## src/rtl/led_show_pkg.sv

```systemverilog
// Shared types and constants for the dual-bank LED show sequencer.
package led_show_pkg;

  typedef enum logic [1:0] {
    IDLE = 2'd0,
    HOLD = 2'd1,
    RAMP = 2'd2
  } phase_t;

  localparam int         PWM_W   = 8;
  localparam logic [7:0] LED_ON  = 8'hFF;
  localparam logic [7:0] LED_OFF = 8'h00;

endpackage

```

## src/rtl/led_pwm_engine.sv

```systemverilog
// Shared PWM engine: one free-running 8-bit counter compared against two duty
// levels. Bank outputs are registered, so they lag duty/pwm_cnt by one cycle.
module led_pwm_engine
  import led_show_pkg::*;
(
  input  logic             clk,
  input  logic             rst,
  input  logic [PWM_W-1:0] duty0,
  input  logic [PWM_W-1:0] duty1,
  output logic [7:0]       LED0,
  output logic [7:0]       LED1
);

  logic [PWM_W-1:0] pwm_cnt_q, pwm_cnt_d;
  logic [7:0]       led0_q, led0_d;
  logic [7:0]       led1_q, led1_d;

  // Counter wraps naturally 255->0; strict compare keeps duty 0 fully dark.
  always_comb begin
    pwm_cnt_d = pwm_cnt_q + PWM_W'(1);
    led0_d    = (pwm_cnt_q < duty0) ? LED_ON : LED_OFF;
    led1_d    = (pwm_cnt_q < duty1) ? LED_ON : LED_OFF;
  end

  // Counter and output registers.
  always_ff @(posedge clk) begin
    if (rst) begin
      pwm_cnt_q <= '0;
      led0_q    <= LED_OFF;
      led1_q    <= LED_OFF;
    end else begin
      pwm_cnt_q <= pwm_cnt_d;
      led0_q    <= led0_d;
      led1_q    <= led1_d;
    end
  end

  assign LED0 = led0_q;
  assign LED1 = led1_q;

endmodule

```

## src/rtl/led_show_sequencer.sv

```systemverilog
// Dual-bank light show: hold one bank bright / one dim, cross-fade, swap, repeat.
// Owns the step tick, the IDLE/HOLD/RAMP sequencer and the shared PWM engine.
// Optional feature: define LED_SEQ_PAUSE_EN to make the pause input freeze the
// sequence (PWM keeps running); otherwise pause is ignored.
module led_show_sequencer
  import led_show_pkg::*;
#(
  parameter int CLK_HZ     = 100_000_000,
  parameter int STEP_HZ    = 100,
  parameter int DUTY_HI    = 230,
  parameter int DUTY_LO    = 13,
  parameter int FADE_STEP  = 4,
  parameter int HOLD_TICKS = 100
) (
  input  logic       clk,
  input  logic       rst,
  input  logic       enable,
  input  logic       pause,
  output logic [7:0] LED0,
  output logic [7:0] LED1,
  output logic [1:0] phase,
  output logic       dir
);

  localparam int TICK_PER = CLK_HZ / STEP_HZ;
  localparam int TICK_W   = (TICK_PER > 1) ? $clog2(TICK_PER) : 1;
  localparam int HOLD_W   = (HOLD_TICKS > 1) ? $clog2(HOLD_TICKS) : 1;

  localparam logic [TICK_W-1:0] TICK_LAST = TICK_W'(TICK_PER - 1);
  localparam logic [HOLD_W-1:0] HOLD_LAST = HOLD_W'(HOLD_TICKS - 1);
  localparam logic [PWM_W-1:0]  HI8       = PWM_W'(DUTY_HI);
  localparam logic [PWM_W-1:0]  LO8       = PWM_W'(DUTY_LO);
  localparam logic [PWM_W-1:0]  STEP8     = PWM_W'(FADE_STEP);
  localparam logic [8:0]        HI9       = 9'(DUTY_HI);
  localparam logic [8:0]        LO9       = 9'(DUTY_LO);
  localparam logic [8:0]        STEP9     = 9'(FADE_STEP);

  phase_t            phase_q, phase_d;
  logic              dir_q, dir_d;
  logic [PWM_W-1:0]  duty0_q, duty0_d;
  logic [PWM_W-1:0]  duty1_q, duty1_d;
  logic [TICK_W-1:0] tick_cnt_q, tick_cnt_d;
  logic [HOLD_W-1:0] hold_cnt_q, hold_cnt_d;

  logic              tick;
  logic              freeze;
  logic [PWM_W-1:0]  bright, dim, bright_n, dim_n;
  logic [8:0]        bright_sum;

`ifdef LED_SEQ_PAUSE_EN
  assign freeze = pause;
`else
  logic unused_pause;
  assign unused_pause = pause;
  assign freeze       = 1'b0;
`endif

  // Tick fires on the terminal count; the counter sits at 0 while IDLE.
  assign tick = (phase_q != IDLE) && (tick_cnt_q == TICK_LAST);

  // Cross-fade arithmetic in 9 bits so neither direction can wrap.
  always_comb begin
    bright     = dir_q ? duty1_q : duty0_q;
    dim        = dir_q ? duty0_q : duty1_q;
    bright_sum = {1'b0, bright} + STEP9;
    bright_n   = (bright_sum >= HI9) ? HI8 : bright_sum[PWM_W-1:0];
    dim_n      = ({1'b0, dim} >= (LO9 + STEP9)) ? (dim - STEP8) : LO8;
  end

  // Sequencer next-state: disable beats everything, then pause, then phase logic.
  always_comb begin
    phase_d    = phase_q;
    dir_d      = dir_q;
    duty0_d    = duty0_q;
    duty1_d    = duty1_q;
    tick_cnt_d = tick_cnt_q;
    hold_cnt_d = hold_cnt_q;
    if (!enable) begin
      phase_d    = IDLE;
      dir_d      = 1'b0;
      duty0_d    = '0;
      duty1_d    = '0;
      tick_cnt_d = '0;
      hold_cnt_d = '0;
    end else if (!freeze) begin
      if (phase_q != IDLE)
        tick_cnt_d = tick ? '0 : tick_cnt_q + TICK_W'(1);
      case (phase_q)
        IDLE: begin
          phase_d    = HOLD;
          dir_d      = 1'b0;
          duty0_d    = HI8;
          duty1_d    = LO8;
          tick_cnt_d = '0;
          hold_cnt_d = '0;
        end
        HOLD: begin
          if (tick) begin
            if (hold_cnt_q == HOLD_LAST) begin
              phase_d    = RAMP;
              dir_d      = ~dir_q;
              hold_cnt_d = '0;
            end else begin
              hold_cnt_d = hold_cnt_q + HOLD_W'(1);
            end
          end
        end
        RAMP: begin
          if (tick) begin
            duty0_d = dir_q ? dim_n : bright_n;
            duty1_d = dir_q ? bright_n : dim_n;
            if (bright_n == HI8 && dim_n == LO8)
              phase_d = HOLD;
          end
        end
        default: phase_d = IDLE;
      endcase
    end
  end

  // Sequencer state registers.
  always_ff @(posedge clk) begin
    if (rst) begin
      phase_q    <= IDLE;
      dir_q      <= 1'b0;
      duty0_q    <= '0;
      duty1_q    <= '0;
      tick_cnt_q <= '0;
      hold_cnt_q <= '0;
    end else begin
      phase_q    <= phase_d;
      dir_q      <= dir_d;
      duty0_q    <= duty0_d;
      duty1_q    <= duty1_d;
      tick_cnt_q <= tick_cnt_d;
      hold_cnt_q <= hold_cnt_d;
    end
  end

  led_pwm_engine u_pwm (
    .clk   (clk),
    .rst   (rst),
    .duty0 (duty0_q),
    .duty1 (duty1_q),
    .LED0  (LED0),
    .LED1  (LED1)
  );

  assign phase = phase_q;
  assign dir   = dir_q;

endmodule
```

## config.mk

```make
export PLATFORM = sky130hd
export DESIGN_NAME = led_show_sequencer
export DESIGN_NICKNAME = d
export VERILOG_FILES = /design/src/rtl/led_show_pkg.sv /design/src/rtl/led_pwm_engine.sv /design/src/rtl/led_show_sequencer.sv
export SDC_FILE = /design/constraint.sdc
export NUM_CORES = 1
export LEC_CHECK = 0
export CAP_MARGIN = 5
export CORE_ASPECT_RATIO = 0.8
export CORE_UTILIZATION = 40
export CTS_CLUSTER_SIZE = 20
export DETAILED_ROUTE_END_ITERATION = 8
export DONT_BUFFER_PORTS = 1
export GPL_ROUTABILITY_DRIVEN = 0
export PLACE_DENSITY = 0.59
export SLEW_MARGIN = 20
export SYNTH_ARGS = -nofsm -noshare
export SYNTH_HDL_FRONTEND = slang
export SYNTH_SLANG_ARGS = --single-unit
```

## constraint.sdc

```tcl
create_clock -name clk -period 6 [get_ports clk]
set_input_delay 0.9 -clock clk [delete_from_list [all_inputs] [get_ports clk]]
set_output_delay 0.9 -clock clk [all_outputs]
set_load 0.005 [all_outputs]
```

==> results.md, run 1 <==
* Run status: finished, final reports clean
* Nets at 438
* Critical path depth at 12
* Layout Utilization at 42.1%
* Period utilization at 60.5%
* Power Density at 188 mW/mm2
* Max incr delay on CP at 0.66 ns
* Rows at 30
* Crit path launch type: flip-flop
* Max-slew violation count at 0
* Top cells by area, synth: dfxtp_1 32%, ha_1 7.1%, nor2_1 6.8%, xor2_1 5.7%, xnor2_1 3.5%
* CTS Buf Count at 5
* Worst Tran Pin Value at 1.08 ns
* Post-synth top area share at 31.7%
* Post-CTS Setup Bufs at 0
* Post-Synth Adder-Cell Area at 7.07%
* Hold violation total from the final report at 0
* Compound-gate portion of the synthesized area at 16.7%
* Most frequent cell after synthesis: nor2_1
* Vias in the first global route at 2,686
* Chip width at 107 um
* Post-synthesis cell count at 440
* CP Capture Type: flip-flop
* Routed wire length at 7.76 mm
* Crit path max-delay family: compound AO/OA/AOI/OAI gates
* Antenna cells at 0
* Synth warn at 0
* Drt first pass iters at 4
* Placed cell area at 0.00349 mm2
* DIE HEIGHT at 86.1 um
* Crit path buf inv count at 2
* Clk Latency, worst-skew pair at 0.32 ns
* Slowest cell on crit path: dfxtp_2
* WS Path Type: reg -> reg
* CTS tree: built
* Cell Area, Synth at 0.00354 mm2
* Post-synthesis mux area share at 2.05%
* Minimum clock period at 3.63 ns
* Unrepaired setup endpoints after global routing: false
* Mean routed wirelength per cell at 14.7 um
* Initial antenna violation count at 0
* Post-route setup slack at 2.37 ns
* Peak supply drop at 0.174 mV
* Post-synth EDFFs at 0
* Antenna viol nets, final at 0
* Sink Count at 56
* # Max-Cap Violations at 0
* Worst-path clk slew at 0.12 ns
* Post-route cell area at 0.00359 mm2
* IO Count at 23
* Critical path's most frequent cell: o21ai_0
* Die ar. at 0.00923 mm2
* Global route total overflow at 0
* Largest family of logic cells by synthesized area: simple AND/OR/NAND/NOR gates
* Worst Hold Class: reg -> reg
* H-tree levels at 2
* Register area share after synthesis at 31.7%
* Syn Nets at 464
* F_max at 276 MHz
* Core area at 0.00852 mm2
* Post-place setup slack at 2.44 ns
* Top FF cell, synth: dfxtp_1
* Layout area overhead at 1.31%
* Via-to-Cell Ratio at 5.52
* Synth Area in XOR/XNOR at 9.16%
* Clock Root Buffer: clkbuf_8
* Gr usage total at 17.6%
* R2R depth at 12
* Slew margin rel. at 27.6%
* # hold bufs at CTS at 0
* Flops & latches, synth at 56
* Worst EP arrival at 3.84 ns
* LEAKAGE at 0.00123 uW
* Yosys top cell by area: dfxtp_1
* Yosys cell types at 59
* Final Skew at 0.0158 ns
* Total number of vias at 2,910
* CTS resizes at 0
* CP Cell Sequence: buf_4, nand2_1, o21a_1, inv_1, ha_1, and4b_1, o21ai_0, a211o_1, a22oi_2, o21ai_0, and3_1, a2111oi_2
* Simple-gate share of the synthesized area at 25.7%
* Largest net degree at the start of global routing at 30
* Crit path max fanout at 29
* Port bufs at 0
* Synth top cells by count: 64 x nor2_1, 56 x dfxtp_1, 28 x nand2_1
* Hpwl dp at 5.73 mm
* Share of layout cells above drive strength 1 at 5.06%
* Syn avg cell area at 8.04 um2
* Final setup viols at 0
* First-pass GRT wire length at 13.1 mm
* Initial Util at 41.5%
* Clock buffer depth at 2
* Hold depth at 1
* DRC Markers at 0
* Setup_tns at 0 ns
* Ys async rst share at 0%
* Drt initial violations at 162
* WP data required at 6.21 ns
==> through the flow <==
stage                     total power (uW)  hold slack (ns)  instances
after floorplan                        463            0.413        440
after global placement                 458            0.442        519
after detailed placement               458            0.459        519
after CTS                              681            0.479        527
after global routing                   704            0.492        527
final                                  673            0.474        527
==> metal layers <==
layer,wire length (um),track usage (%),vias up
li1,-,-,1491
met2,3310,26.7,62
met4,66,3.99,0
met5,0,0,-
met3,424,3.57,7
met1,3950,25.6,1350
==> kinds of logic after synthesis <==
kind of cell / Yosys count
buffers and inverters: 54
AOI/OAI and AO/OA: 87
and+or+nand+nor: 179
adders and majority gates: 20
DFF: 56
muxes: 7
xor gates and xnor gates: 37
==> path summary, 6_finish.rpt <==
| kind | end | slack, ns | startpoint |
|---|---|---|---|
| worst max-delay path | duty1_q[2] | 2.37 | dir |
| worst min-delay path | u_pwm.pwm_cnt_q[0] | 0.47 | u_pwm.pwm_cnt_q[0] |
| worst max register to register | duty1_q[2] | 2.37 | dir |
| worst min register to register | u_pwm.pwm_cnt_q[0] | 0.47 | u_pwm.pwm_cnt_q[0] |
==> sequential cells by signal (all words and copies together) (netlist names) <==
| register | cells |
|---|---|
| u_pwm.pwm_cnt_q | 8 |
| duty0_q | 8 |
| dir | 1 |
| tick_cnt_q | 20 |
| u_pwm.LED0 | 1 |
| hold_cnt_q | 7 |
| duty1_q | 8 |
| u_pwm.LED1 | 1 |
| phase | 2 |
==> power breakdown <==
group          internal, uW  switching (uW)  total [uW]
clock network          86.4             137         223
registers               379            15.9         395
logic                  22.9            31.8        54.7
total                   489             185         673
==> final cells by class <==
cell class / count / area, um2
fill: 840 / 4930
multi-input combinational: 330 / 2150
sequential: 56 / 1120
tap: 112 / 140
inverter: 20 / 75.1
clock buffer: 5 / 68.8
clock inverter: 3 / 25.0
timing repair buffer: 1 / 7.51
==> cells in the final DEF, fill, tap and decap left out, types with 5 or more instances in the layout <==
master	synthesis	final
mux2i_1	5	5
clkbuf_8	0	5
or3_1	5	5
a21o_1	5	5
a21oi_1	16	16
nor3_1	14	14
dfxtp_1	56	55
o21a_1	5	5
a31oi_1	8	8
nand3_1	18	18
inv_1	19	19
nand2b_1	5	5
and3_1	6	6
nand4_1	8	8
o21ai_0	21	21
xor2_1	23	23
xnor2_1	14	14
nand2_1	28	28
ha_1	20	20
nor2_1	64	64
nor4_1	8	8
(Power assumes the default switching activity.)
==> inputs of run 2 (changes only) <==
==> constraint.sdc (replaced) <==
create_clock -name clk -period 3.45 [get_ports clk]
set_input_delay 0.5175 -clock clk [delete_from_list [all_inputs] [get_ports clk]]
set_output_delay 0.5175 -clock clk [all_outputs]
set_load 0.005 [all_outputs]
==> run 2 against run 1 <==
  * Via count is 0.38% lower
  * Clock-buffer cell count stayed put
  * Sequential cell count stayed put
  * First-iteration DRC count is 44% higher
  * Combinational power is 80% higher
==> results.md, run 2 (same netlist as run 1, synthesis figures left out) <==
* Drt initial violations at 233 (was 162)
* Chip width at 107 um (unchanged)
* Crit path max fanout at 7 (was 29)
* Post-CTS Setup Bufs at 0 (unchanged)
* CP Capture Type: flip-flop (unchanged)
* Initial Util at 41.5% (unchanged)
* Clk Latency, worst-skew pair at 0.31 ns (was 0.32 ns)
* Via-to-Cell Ratio at 5.48 (was 5.52)
* Worst-path clk slew at 0.11 ns (was 0.12 ns)
* # hold bufs at CTS at 0 (unchanged)
* Clock Root Buffer: clkbuf_8 (unchanged)
* Unrepaired setup endpoints after global routing: false (unchanged)
* CTS tree: built (unchanged)
* CTS Buf Count at 5 (unchanged)
* Die ar. at 0.00923 mm2 (unchanged)
* Final Skew at 0.0145 ns (was 0.0158 ns)
* # Max-Cap Violations at 0 (unchanged)
* Filler cells at 827 (was 840)
* WS Path Type: reg -> reg (unchanged)
* Commonest non-fill, non-tap cell in the layout: nor2_1 (unchanged)
* WP data required at 3.65 ns (was 6.21 ns)
* Peak supply drop at 0.146 mV (was 0.174 mV)
* Clock buffer depth at 2 (unchanged)
* Port bufs at 0 (unchanged)
* Minimum clock period at 3.09 ns (was 3.63 ns)
* Sink Count at 56 (unchanged)
* CTS resizes at 0 (unchanged)
* Crit path launch type: flip-flop (unchanged)
* Initial antenna violation count at 0 (unchanged)
* H-tree levels at 2 (unchanged)
* Hpwl dp at 5.72 mm (was 5.73 mm)
* Largest net degree at the start of global routing at 50 (was 30)
* Share of layout cells above drive strength 1 at 5.52% (was 5.06%)
* Run status: finished, final reports clean (unchanged)
* Antenna viol nets, final at 0 (unchanged)
* Antenna cells at 0 (unchanged)
* Slew margin rel. at 51.9% (was 27.6%)
* Drt first pass iters at 5 (was 4)
* IO Count at 23 (unchanged)
* Routed wire length at 7.80 mm (was 7.76 mm)
* Global route total overflow at 0 (unchanged)
* Worst Tran Pin Value at 0.721 ns (was 1.08 ns)
* DRC Markers at 0 (unchanged)
* Gr usage total at 18.1% (was 17.6%)
* Layout area overhead at 2.93% (was 1.31%)
* Total number of vias at 2,899 (was 2,910)
* Worst Hold Class: in -> reg (was reg -> reg)
* DIE HEIGHT at 86.1 um (unchanged)
* Period utilization at 89.6% (was 60.5%)
* Worst EP arrival at 3.29 ns (was 3.84 ns)
* Setup_tns at 0 ns (unchanged)
* Nets at 441 (was 438)
* LEAKAGE at 0.00126 uW (was 0.00123 uW)
* Hold_ws at 0.259 ns (was 0.474 ns)
* Max-slew violation count at 0 (unchanged)
* Most frequent cells in the layout: 64 x nor2_1, 55 x dfxtp_1, 28 x nand2_1, 23 x xor2_1, 21 x o21ai_0 (unchanged)
* Largest reg by FF count: tick_cnt_q (unchanged)
* Hold violation total from the final report at 0 (unchanged)
* Vias in the first global route at 2,655 (was 2,686)
* Rows at 30 (unchanged)
* Mean routed wirelength per cell at 14.7 um (about the same)
* Power Density at 355 mW/mm2 (was 188 mW/mm2)
* Largest register FFs at 20 (unchanged)
* F_max at 324 MHz (was 276 MHz)
* Final setup viols at 0 (unchanged)
* Core area at 0.00852 mm2 (unchanged)
* First-pass GRT wire length at 13.3 mm (was 13.1 mm)
==> run 2: cell count changes in the layout (fill, tap and decap cells not counted) <==
| cell | change |
|---|---|
| inv_6 | -1 |
| clkinv_2 | -1 |
| buf_4 | +3 |
| bufinv_16 | +2 |
| inv_8 | -1 |
==> run 2: worst paths after layout <==
kind                         to  slack [ns]  cells after the start           from
max                  duty1_q[2]        0.36                     11     duty0_q[2]
min          u_pwm.pwm_cnt_q[6]        0.26                      1            rst
max reg2reg          duty1_q[2]        0.36                     11     duty0_q[2]
min reg2reg       tick_cnt_q[0]        0.47                      1  tick_cnt_q[0]
==> run 2: power breakdown <==
group / switching [uW] / leakage (uW) / internal, uW
combinational: 58.1 / 0.000738 / 40.6
clock: 222 / 0.0000642 / 286
sequential: 26.1 / 0.000455 / 659
total: 306 / 0.00126 / 986
==> run 2: cell type report <==
type / count / area (um2) / area share (%)
repair buffers: 4 / 30.0 / 0.824
clock buffers: 5 / 68.8 / 1.89
well taps: 112 / 140 / 3.85
flip-flops and latches: 56 / 1120 / 30.8
multi-input cells: 330 / 2150 / 58.9
inverters: 20 / 75.1 / 2.06
clock inverters: 2 / 60.1 / 1.65
==> run 2: worst max-delay path, stage by stage, from the launching register on <==
cell       delay, ns
dfxtp_1         0.48
inv_1           0.16
o21a_1          0.22
inv_1           0.06
ha_1            0.32
and4b_1         0.28
o21ai_0         0.10
a211o_1         0.34
a22oi_2         0.26
o21ai_0         0.21
and3_1          0.25
a2111oi_2       0.31
==> run 2: through the flow <==
stage / std cells / power [uW] / worst slack [ns] / instance area (um2) / utilization, %
6_report: 529 / 1290 / 0.359 / 3640 / 42.8
5_1_grt: 529 / 1340 / 0.0732 / 3640 / 42.8
4_1_cts: 529 / 1300 / 0.400 / 3640 / 42.8
3_5_place_dp: 522 / 797 / 0.461 / 3510 / 41.2
3_3_place_gp: 522 / 797 / 0.455 / 3510 / 41.2
2_1_floorplan: 440 / 805 / 0.0604 / 3540 / -
==> run 2: layer usage <==
metal  wire (um)  global-route usage, %
met2        3190                   26.1
met1        4060                   27.3
met3         437                   2.74
met5           0                      0
met4         114                   5.60
